`config.mk`:
```
export PLATFORM = sky130hd
export DESIGN_NAME = psk_tx_scheduler
export DESIGN_NICKNAME = d
export VERILOG_FILES = /design/src/rtl/psk_tx_pkg.sv /design/src/rtl/psk_sym_tick.sv /design/src/rtl/psk_tx_scheduler.sv
export SDC_FILE = /design/constraint.sdc
export NUM_CORES = 1
export LEC_CHECK = 0
export ABC_AREA = 1
export CORE_MARGIN = 3
export CORE_UTILIZATION = 49
export CTS_CLUSTER_DIAMETER = 100
export DETAILED_ROUTE_END_ITERATION = 8
export GPL_TIMING_DRIVEN = 0
export PLACE_DENSITY = 0.75
export SLEW_MARGIN = 20
export SYNTH_ARGS = -nofsm -noshare
export SYNTH_HDL_FRONTEND = slang
export SYNTH_SLANG_ARGS = --single-unit
```
`constraint.sdc`:
```
create_clock -name clk -period 1.55 [get_ports clk]
set_clock_uncertainty 0.1 [all_clocks]
set_input_delay 0.31 -clock clk [delete_from_list [all_inputs] [get_ports clk]]
set_output_delay 0.31 -clock clk [all_outputs]
set_load 0.1 [all_outputs]
```
`src/rtl/psk_tx_pkg.sv`:
```
// Shared types and constants for the PSK transmit scheduler.
package psk_tx_pkg;

    typedef enum logic [1:0] {
        ST_IDLE,
        ST_PRE,
        ST_PAY,
        ST_GUARD
    } psk_state_t;

    localparam int unsigned SYM_W = 2;
    localparam logic [SYM_W-1:0] IDLE_SYM = 2'b00;

endpackage

```
`src/rtl/psk_sym_tick.sv`:
```
// Symbol-rate divider: counts 0..SYM_DIV-1 while enabled and flags the last cycle.
module psk_sym_tick #(
    parameter int unsigned SYM_DIV = 8
) (
    input  logic clk,
    input  logic rst_n,
    input  logic en,
    input  logic clr,
    output logic tick
);

    localparam int unsigned CW = (SYM_DIV > 1) ? $clog2(SYM_DIV) : 1;
    localparam logic [CW-1:0] CNT_LAST = CW'(SYM_DIV - 1);

    logic [CW-1:0] r_cnt;

    always_ff @(posedge clk) begin
        if (!rst_n || clr) begin
            r_cnt <= '0;
        end else if (en) begin
            r_cnt <= (r_cnt == CNT_LAST) ? '0 : r_cnt + 1'b1;
        end
    end

    assign tick = en && (r_cnt == CNT_LAST);

endmodule

```
`src/rtl/psk_tx_scheduler.sv`:
```
// Frame scheduler: paced preamble, streamed payload and silent guard for the PSK modulator.
module psk_tx_scheduler
    import psk_tx_pkg::*;
#(
    parameter int unsigned SYM_DIV     = 8,
    parameter int unsigned PRE_LEN     = 32,
    parameter logic [31:0] PRE_PATTERN = 32'hF3A0_5C96,
    parameter int unsigned GUARD_LEN   = 16
) (
    input  logic             clk,
    input  logic             rst_n,
    input  logic             start,
    input  logic             cfg_qpsk,
    input  logic             s_valid,
    input  logic [SYM_W-1:0] s_data,
    input  logic             s_last,
    output logic             s_ready,
    output logic             sym_valid,
    output logic [SYM_W-1:0] sym_bits,
    output logic             is_bpsk,
    output logic             busy,
    output logic             underrun
);

    localparam int unsigned MAX_LEN = (PRE_LEN > GUARD_LEN) ? PRE_LEN : GUARD_LEN;
    localparam int unsigned IDX_W   = $clog2(MAX_LEN) + 1;
    localparam logic [IDX_W-1:0] PRE_LAST   = IDX_W'(PRE_LEN - 1);
    localparam logic [IDX_W-1:0] GUARD_LAST = IDX_W'(GUARD_LEN - 1);
    // Preamble MSB parked at bit 31 so symbol idx is simply bit 31 after a left shift by idx.
    localparam logic [31:0] PAT_ALIGNED = PRE_PATTERN << (32 - PRE_LEN);

    psk_state_t       r_state, w_state_nx;
    logic [IDX_W-1:0] r_idx, w_idx_nx;
    logic             r_qpsk;
    logic             r_sym_valid, r_is_bpsk, r_underrun;
    logic [SYM_W-1:0] r_sym_bits;

    logic             w_busy, w_tick, w_accept;
    logic             w_emit, w_bpsk, w_underrun;
    logic [SYM_W-1:0] w_bits;
    logic [31:0]      w_pat_sh;

    assign w_busy   = (r_state != ST_IDLE);
    assign w_pat_sh = PAT_ALIGNED << r_idx;

    psk_sym_tick #(
        .SYM_DIV(SYM_DIV)
    ) u_tick (
        .clk  (clk),
        .rst_n(rst_n),
        .en   (w_busy),
        .clr  (w_accept),
        .tick (w_tick)
    );

    always_comb begin
        w_state_nx = r_state;
        w_idx_nx   = r_idx;
        w_accept   = 1'b0;
        w_emit     = 1'b0;
        w_bits     = IDLE_SYM;
        w_bpsk     = r_is_bpsk;
        w_underrun = 1'b0;
        unique case (r_state)
            ST_IDLE: begin
                if (start) begin
                    w_accept   = 1'b1;
                    w_state_nx = ST_PRE;
                    w_idx_nx   = '0;
                end
            end
            ST_PRE: begin
                if (w_tick) begin
                    w_emit = 1'b1;
                    w_bits = {1'b0, w_pat_sh[31]};
                    w_bpsk = 1'b1;
                    if (r_idx == PRE_LAST) begin
                        w_state_nx = ST_PAY;
                        w_idx_nx   = '0;
                    end else begin
                        w_idx_nx = r_idx + 1'b1;
                    end
                end
            end
            ST_PAY: begin
                if (w_tick) begin
                    w_emit = 1'b1;
                    w_bpsk = ~r_qpsk;
                    if (s_valid) begin
                        w_bits = r_qpsk ? s_data : {1'b0, s_data[0]};
                        if (s_last) begin
                            w_state_nx = ST_GUARD;
                            w_idx_nx   = '0;
                        end
                    end else begin
                        w_underrun = 1'b1;
                    end
                end
            end
            ST_GUARD: begin
                if (w_tick) begin
                    if (r_idx == GUARD_LAST) begin
                        w_state_nx = ST_IDLE;
                    end else begin
                        w_idx_nx = r_idx + 1'b1;
                    end
                end
            end
            default: w_state_nx = ST_IDLE;
        endcase
    end

    always_ff @(posedge clk) begin
        if (!rst_n) begin
            r_state     <= ST_IDLE;
            r_idx       <= '0;
            r_qpsk      <= 1'b0;
            r_sym_valid <= 1'b0;
            r_sym_bits  <= IDLE_SYM;
            r_is_bpsk   <= 1'b1;
            r_underrun  <= 1'b0;
        end else begin
            r_state     <= w_state_nx;
            r_idx       <= w_idx_nx;
            r_sym_valid <= w_emit;
            r_underrun  <= w_underrun;
            r_is_bpsk   <= w_bpsk;
            if (w_accept) begin
                r_qpsk <= cfg_qpsk;
            end
            if (w_emit) begin
                r_sym_bits <= w_bits;
            end
        end
    end

    assign s_ready   = w_tick && (r_state == ST_PAY);
    assign sym_valid = r_sym_valid;
    assign sym_bits  = r_sym_bits;
    assign is_bpsk   = r_is_bpsk;
    assign busy      = w_busy;
    assign underrun  = r_underrun;

endmodule

```
==> results of run 1 <==
-- what timing repair did --
| action | 4_1_cts | 5_1_grt |
|---|---|---|
| buffers inserted | 12 | 6 |
| pin swaps | 4 | 12 |
| gates resized for setup | 62 | 28 |
| setup endpoints to repair | 17 | 13 |
-- worst register-to-register path: cells and delay by family (launching register included) --
kind	cells	cell delay [ns]
simple gates	7	0.59
flops	1	0.38
fa+ha+maj	2	0.29
buf+inv	2	0.28
-- metrics by stage --
| stage | cell area, um2 | hold WS, ns |
|---|---|---|
| after detailed placement | 1389 | 0.3724 |
| final | 1725 | 0.3946 |
| after floorplan | 1214 | 0.2824 |
| after global routing | 1725 | 0.4260 |
| after CTS | 1563 | 0.3920 |
| after global placement | 1389 | 0.3575 |
-- synth_stat cells (3+ instances only) --
library cell and instances:
a21oi_1 10, dfxtp_1 17, ha_1 10, inv_1 20, inv_2 5, nand2_1 36, nand2_4 4, nand3_1 10
nand4_1 5, nor2_1 19, nor2_2 3, nor2_4 3, o21ai_0 7
-- registers in the layout (all words and copies together) (netlist names) --
name	count
underrun	1
sym_valid	1
r_state	2
u_tick.r_cnt	3
sym_bits	2
is_bpsk	1
r_idx	6
r_qpsk	1
-- power groups by stage --
stage          logic [mW]  registers (mW)  clock network [mW]
6_report             1.58           0.601               0.267
3_5_place_dp         1.03           0.580                   0
3_3_place_gp         1.01           0.574                   0
4_1_cts              1.27           0.588               0.269
2_1_floorplan       0.856           0.563                   0
5_1_grt              1.69           0.610               0.299
-- final cells by class --
class                           count  area, um2
Tap cell                           28      35.03
Buffer                              2      25.02
Clock inverter                      1      7.507
Multi-Input combinational cell    119      853.3
Clock buffer                        3      22.52
Fill cell                         152      508.0
Timing Repair Buffer               32      295.3
Inverter                           27      131.4
Sequential cell                    17      355.3
-- layer usage --
metal	share of wire	vias to the layer above	global-route usage
li1	-	602	-
met1	0.38	603	0.2663
met3	0.069	20	0.04632
met4	0.057	0	0.1867
met5	0	-	0
met2	0.49	76	0.3780
-- kinds of logic (layout without fill, tap and decap cells) --
kind of cell,Yosys count,after routing,synth area share
adder cells (fa/ha/maj),10,10,0.1072
AO/OA/AOI/OAI,23,23,0.1061
AND/OR/NAND/NOR,86,86,0.3741
flip-flops,17,17,0.2915
buffers and inverters,30,65,0.1211
-- worst paths after layout --
kind                   end  slack, ns  cells past startpoint
setup / recovery   s_ready      -0.26                      5
hold / removal      r_qpsk       0.39                      2
setup reg to reg  r_idx[5]      -0.20                     11
hold reg to reg     r_qpsk       0.39                      2
==> impl_metrics.ini, run 1 <==
[timing]
tns_ns = -1.876
period_share = 1.168
slew_headroom = 0.6728
period_needed_ns = 1.810
drv_slew = 0
hold_viol = 0
tightestPinTransition_ns = 0.4942
finalSetupViolations = 13
worst_slack_ns = -0.2601
fmax_ghz = 0.5524
rsz0062_at_grt = true

[place]
dp.cells = 208
numPortBuffers = 14
gp_routability_congestion = 0.8312
place_ws_ns = -1.031
hpwl_um = 2025

[clock_network]
cts_tree = done
cts_root_buf = clkbuf_4
cts_buffers = 3
htree_levels = 1
cts-hold-fix-buffers = 0
clk_path_buf_depth = 2
worstSkewPairLatency_ns = 0.32
clkTransAtPathRegs_ns = 0.11
clock-sinks = 17

[power_and_ir_drop]
p_int_mw = 1.298
powerDensity_mw_per_mm2 = 1420
pwr-share-comb = 0.646
vdd.ir_drop.worst_mv = 1.227
p_leak_nw = 0.7455
power.total_mw = 2.451
power_frac_seq = 0.245
clkPwrFrac = 0.109
switching_share = 0.4704
p_sw_mw = 1.153

[logic_synthesis]
synth_seq_area_share = 0.2915
ys_ff_latch = 17
synthTopCellsByArea = dfxtp_1 (29%), nand2_1 (12%), ha_1 (11%)
ys_warn_count = 0
synth_top_cell_by_area = dfxtp_1
syn-num-nets = 184
synth_top_area_frac = 0.2915
syn-instance-count = 166
ys.flop_type = dfxtp_1
synth.avg_cell_area_um2 = 7.032
synthArstFlopShare = 0
synth_area_mm2 = 0.001167
ys_types = 27
synth_edf_count = 0

[worst_hold_path]
worstHoldStart = r_qpsk
hold_class = reg -> reg

[outcome]
outcome = finished, violations left
violations = negative setup slack

[route]
post_drt_wl_per_cell_um = 15.83
finalWirelength_um = 3624
routed_via_density = 5.681
dr.pass1.iters = 4
antenna_left = 0
drtIter0Drc = 38
routed-via-count = 1301
drc = 0

[floorplan]
dieArea_mm2 = 0.003004
die_w_um = 54.81
fp.dieH_um = 54.81
coreArea_mm2 = 0.002233
row_count = 17
pin_count = 15
initial_core_util = 0.5227

[critical_path]
end_kind = primary output
critical-path-top-delay-family = flip-flops
critPathMaxFanout = 2
crit_required_ns = 1.14
startpoint = u_tick.r_cnt[1]
crit_buf_inv = 1
critPathMaxStageDelay_ns = 0.38
slowest_stage = dfxtp_2
cp_cell_sequence = ha_4 -> ha_4 -> nand2_8 -> nor2_4 -> buf_12
critPathLaunchType = flop
arrival_ns = 1.40
r2r-start = u_tick.r_cnt[1]
worstSetupPathType = reg -> out
critPathMostFrequentCell = ha_4

[layout]
layout_commonest_cell = nand2_1
nNetsFinal = 220
drive_gt1_frac = 0.4129
antenna_cells = 0
final_util = 0.7725
instances_no_fill = 229
most-common-layout-cells = nand2_1 (33), nor2_1 (17), buf_4 (16), inv_1 (15), dfxtp_1 (11)
synthToLayoutAreaGrowth_pct = 47.80

[global_route]
grt_first_pass_wirelength_um = 4809
grt_pass1_vias = 1104
gr-total-overflow = 0
track_usage = 0.2348
grt_antenna_before_repair = 0
grt_max_degree = 12

[job]
maxCapViolCount = 0
(Power assumes the default switching activity.)
==> run 2, diff against run 1 <==
--- a/config.mk
+++ b/config.mk
@@ -10,8 +10,10 @@
 export CORE_UTILIZATION = 49
 export CTS_CLUSTER_DIAMETER = 100
 export DETAILED_ROUTE_END_ITERATION = 8
+export GPL_ROUTABILITY_DRIVEN = 0
 export GPL_TIMING_DRIVEN = 0
 export PLACE_DENSITY = 0.75
+export REMOVE_ABC_BUFFERS = 1
 export SLEW_MARGIN = 20
 export SYNTH_ARGS = -nofsm -noshare
 export SYNTH_HDL_FRONTEND = slang
==> run 2 against run 1 <==
The run still ends with negative setup slack left; hold slack got worse by 0.033 ns; critical path depth is 1 higher; final cell count down 4.8%; via count fell by 13%; global-route usage shrank 2.9 points; clock-buffer cell count is 1 higher; clock power is 9.4% lower; critical endpoint unchanged; largest cell class unchanged.
==> impl_metrics.ini, run 2 (same netlist as run 1, synthesis figures left out) <==
[job]
maxCapViolCount = 0

[layout]
regMostFlops = r_idx
largest_register_ff_count = 6
final_util = 0.6711
instances_no_fill = 218
layout_commonest_cell = nand2_1
synthToLayoutAreaGrowth_pct = 28.40
reg_top3 = r_idx x6, u_tick.r_cnt x3
nNetsFinal = 209
drive_gt1_frac = 0.3105
antenna_cells = 0
most-common-layout-cells = nand2_1 (36), inv_1 (17), nor2_1 (17), dfxtp_1 (11), nand3_1 (10)

[timing]
worst_slack_ns = -0.1762
period_needed_ns = 1.726
hold_viol = 0
rsz0062_at_grt = true
tns_ns = -0.9402
period_share = 1.114
slew_headroom = 0.6701
drv_slew = 0
finalSetupViolations = 10
whs_ns = 0.3620
tightestPinTransition_ns = 0.4983
fmax_ghz = 0.5793

[place]
numPortBuffers = 14
hpwl_um = 2027
place_ws_ns = -1.182
dp.cells = 205

[route]
dr.pass1.iters = 4
drtIter0Drc = 40
drc = 0
post_drt_wl_per_cell_um = 13.34
finalWirelength_um = 2909
antenna_left = 0
routed_via_density = 5.216
routed-via-count = 1137

[global_route]
gr-total-overflow = 0
track_usage = 0.2056
grt_first_pass_wirelength_um = 4464
grt_antenna_before_repair = 0
grt_pass1_vias = 1052
grt_max_degree = 12

[critical_path]
reg2reg_to = r_idx[5]
arrival_ns = 1.32
r2r_setup_slack_ns = -0.12
ff2ff_path_depth = 10
critPathLaunchType = flop
critPathMaxFanout = 3
worstSetupPathType = reg -> out
crit_required_ns = 1.14
end_kind = primary output
r2r-start = r_state[0]

[floorplan]
pin_count = 15
fp.dieH_um = 54.81
die_w_um = 54.81
dieArea_mm2 = 0.003004
row_count = 17
initial_core_util = 0.5227
coreArea_mm2 = 0.002233

[power_and_ir_drop]
vdd.ir_drop.worst_mv = 1.455
powerDensity_mw_per_mm2 = 1346
p_leak_nw = 0.6751

[clock_network]
clk_path_buf_depth = 2
cts_buffers = 3
cts_root_buf = clkbuf_4
cts_tree = done
clkTransAtPathRegs_ns = 0.10
worstSkewPairLatency_ns = 0.29
cts-hold-fix-buffers = 0
htree_levels = 1
clock-sinks = 17

[worst_hold_path]
hold_path_depth = 2
worstHoldStart = rst_n
min_to = is_bpsk
hold_class = in -> reg

[outcome]
outcome = finished, violations left
violations = negative setup slack
## run 2: cell count changes in the layout (fill, tap and decap cells not counted), moves of 3 or more
cell / before / now
dfxtp_4: 3 / 0
dfxtp_2: 3 / 6
nand2_1: 33 / 36
a21oi_1: 6 / 9
inv_4: 5 / 1
a21oi_2: 4 / 1
ha_4: 7 / 4
buf_4: 16 / 7
## run 2: worst max path at each step
| stage | end | startpoint | cells after the start | slack, ns |
|---|---|---|---|---|
| after CTS | s_ready | r_state[1] | 5 | -0.20 |
| after detailed placement | s_ready | r_state[0] | 6 | -1.18 |
| final | s_ready | r_state[0] | 6 | -0.18 |
| after global routing | s_ready | r_state[0] | 6 | -0.24 |
| after global placement | s_ready | r_state[0] | 6 | -1.16 |
| after floorplan | is_bpsk | r_state[0] | 8 | -0.97 |
## run 2: final cells by class
| type | instances | area, um2 |
|---|---|---|
| tap | 28 | 35.03 |
| sequential | 17 | 347.8 |
| clock buffer | 4 | 26.28 |
| fill | 190 | 734.5 |
| multi-input combinational | 119 | 767.0 |
| timing repair buffer | 23 | 212.7 |
| inverter | 27 | 110.1 |
## run 2: stage by stage
| stage | instance area (um2) | total power [mW] |
|---|---|---|
| 6_report | 1499 | 2.017 |
| 3_5_place_dp | 1306 | 1.479 |
| 3_3_place_gp | 1306 | 1.447 |
| 4_1_cts | 1425 | 1.869 |
| 2_1_floorplan | 1131 | 1.289 |
| 5_1_grt | 1499 | 2.170 |
## run 2: metal layers
metal  vias to the layer above  GRT usage  wire (um)
met2                        34     0.3209       1406
met4                         0    0.09129         47
met3                         7    0.04087        142
met5                         -          0          0
li1                        574          -          -
met1                       522     0.2700       1313
## run 2: critical path, stage by stage (launching register included)
cell	delay [ns]
dfxtp_2	0.37
inv_4	0.06
ha_4	0.17
clkinv_4	0.06
nand2_4	0.05
nor2_4	0.12
buf_12	0.19
## run 2: where the power goes
group          leakage [nW]  internal [mW]  switching [mW]
registers             0.140          0.514          0.0690
logic                 0.520          0.475           0.718
clock network        0.0150          0.100           0.142
## run 2: repair_timing
item / CTS / global route
gates resized for setup: 58 / 16
endpoints found under the hold margin: 0 / 0
setup buffers: 6 / 3
endpoints found under the setup margin: 20 / 12
pin swaps: 3 / 5
==> run 3, diff against run 2 <==
--- a/config.mk
+++ b/config.mk
@@ -8,7 +8,7 @@
 export ABC_AREA = 1
 export CORE_MARGIN = 3
 export CORE_UTILIZATION = 49
-export CTS_CLUSTER_DIAMETER = 100
+export CTS_CLUSTER_DIAMETER = 30
 export DETAILED_ROUTE_END_ITERATION = 8
 export GPL_ROUTABILITY_DRIVEN = 0
 export GPL_TIMING_DRIVEN = 0
==> results of run 3 <==
Same layout as run 2: the final DEF is identical, and so are final timing and power.
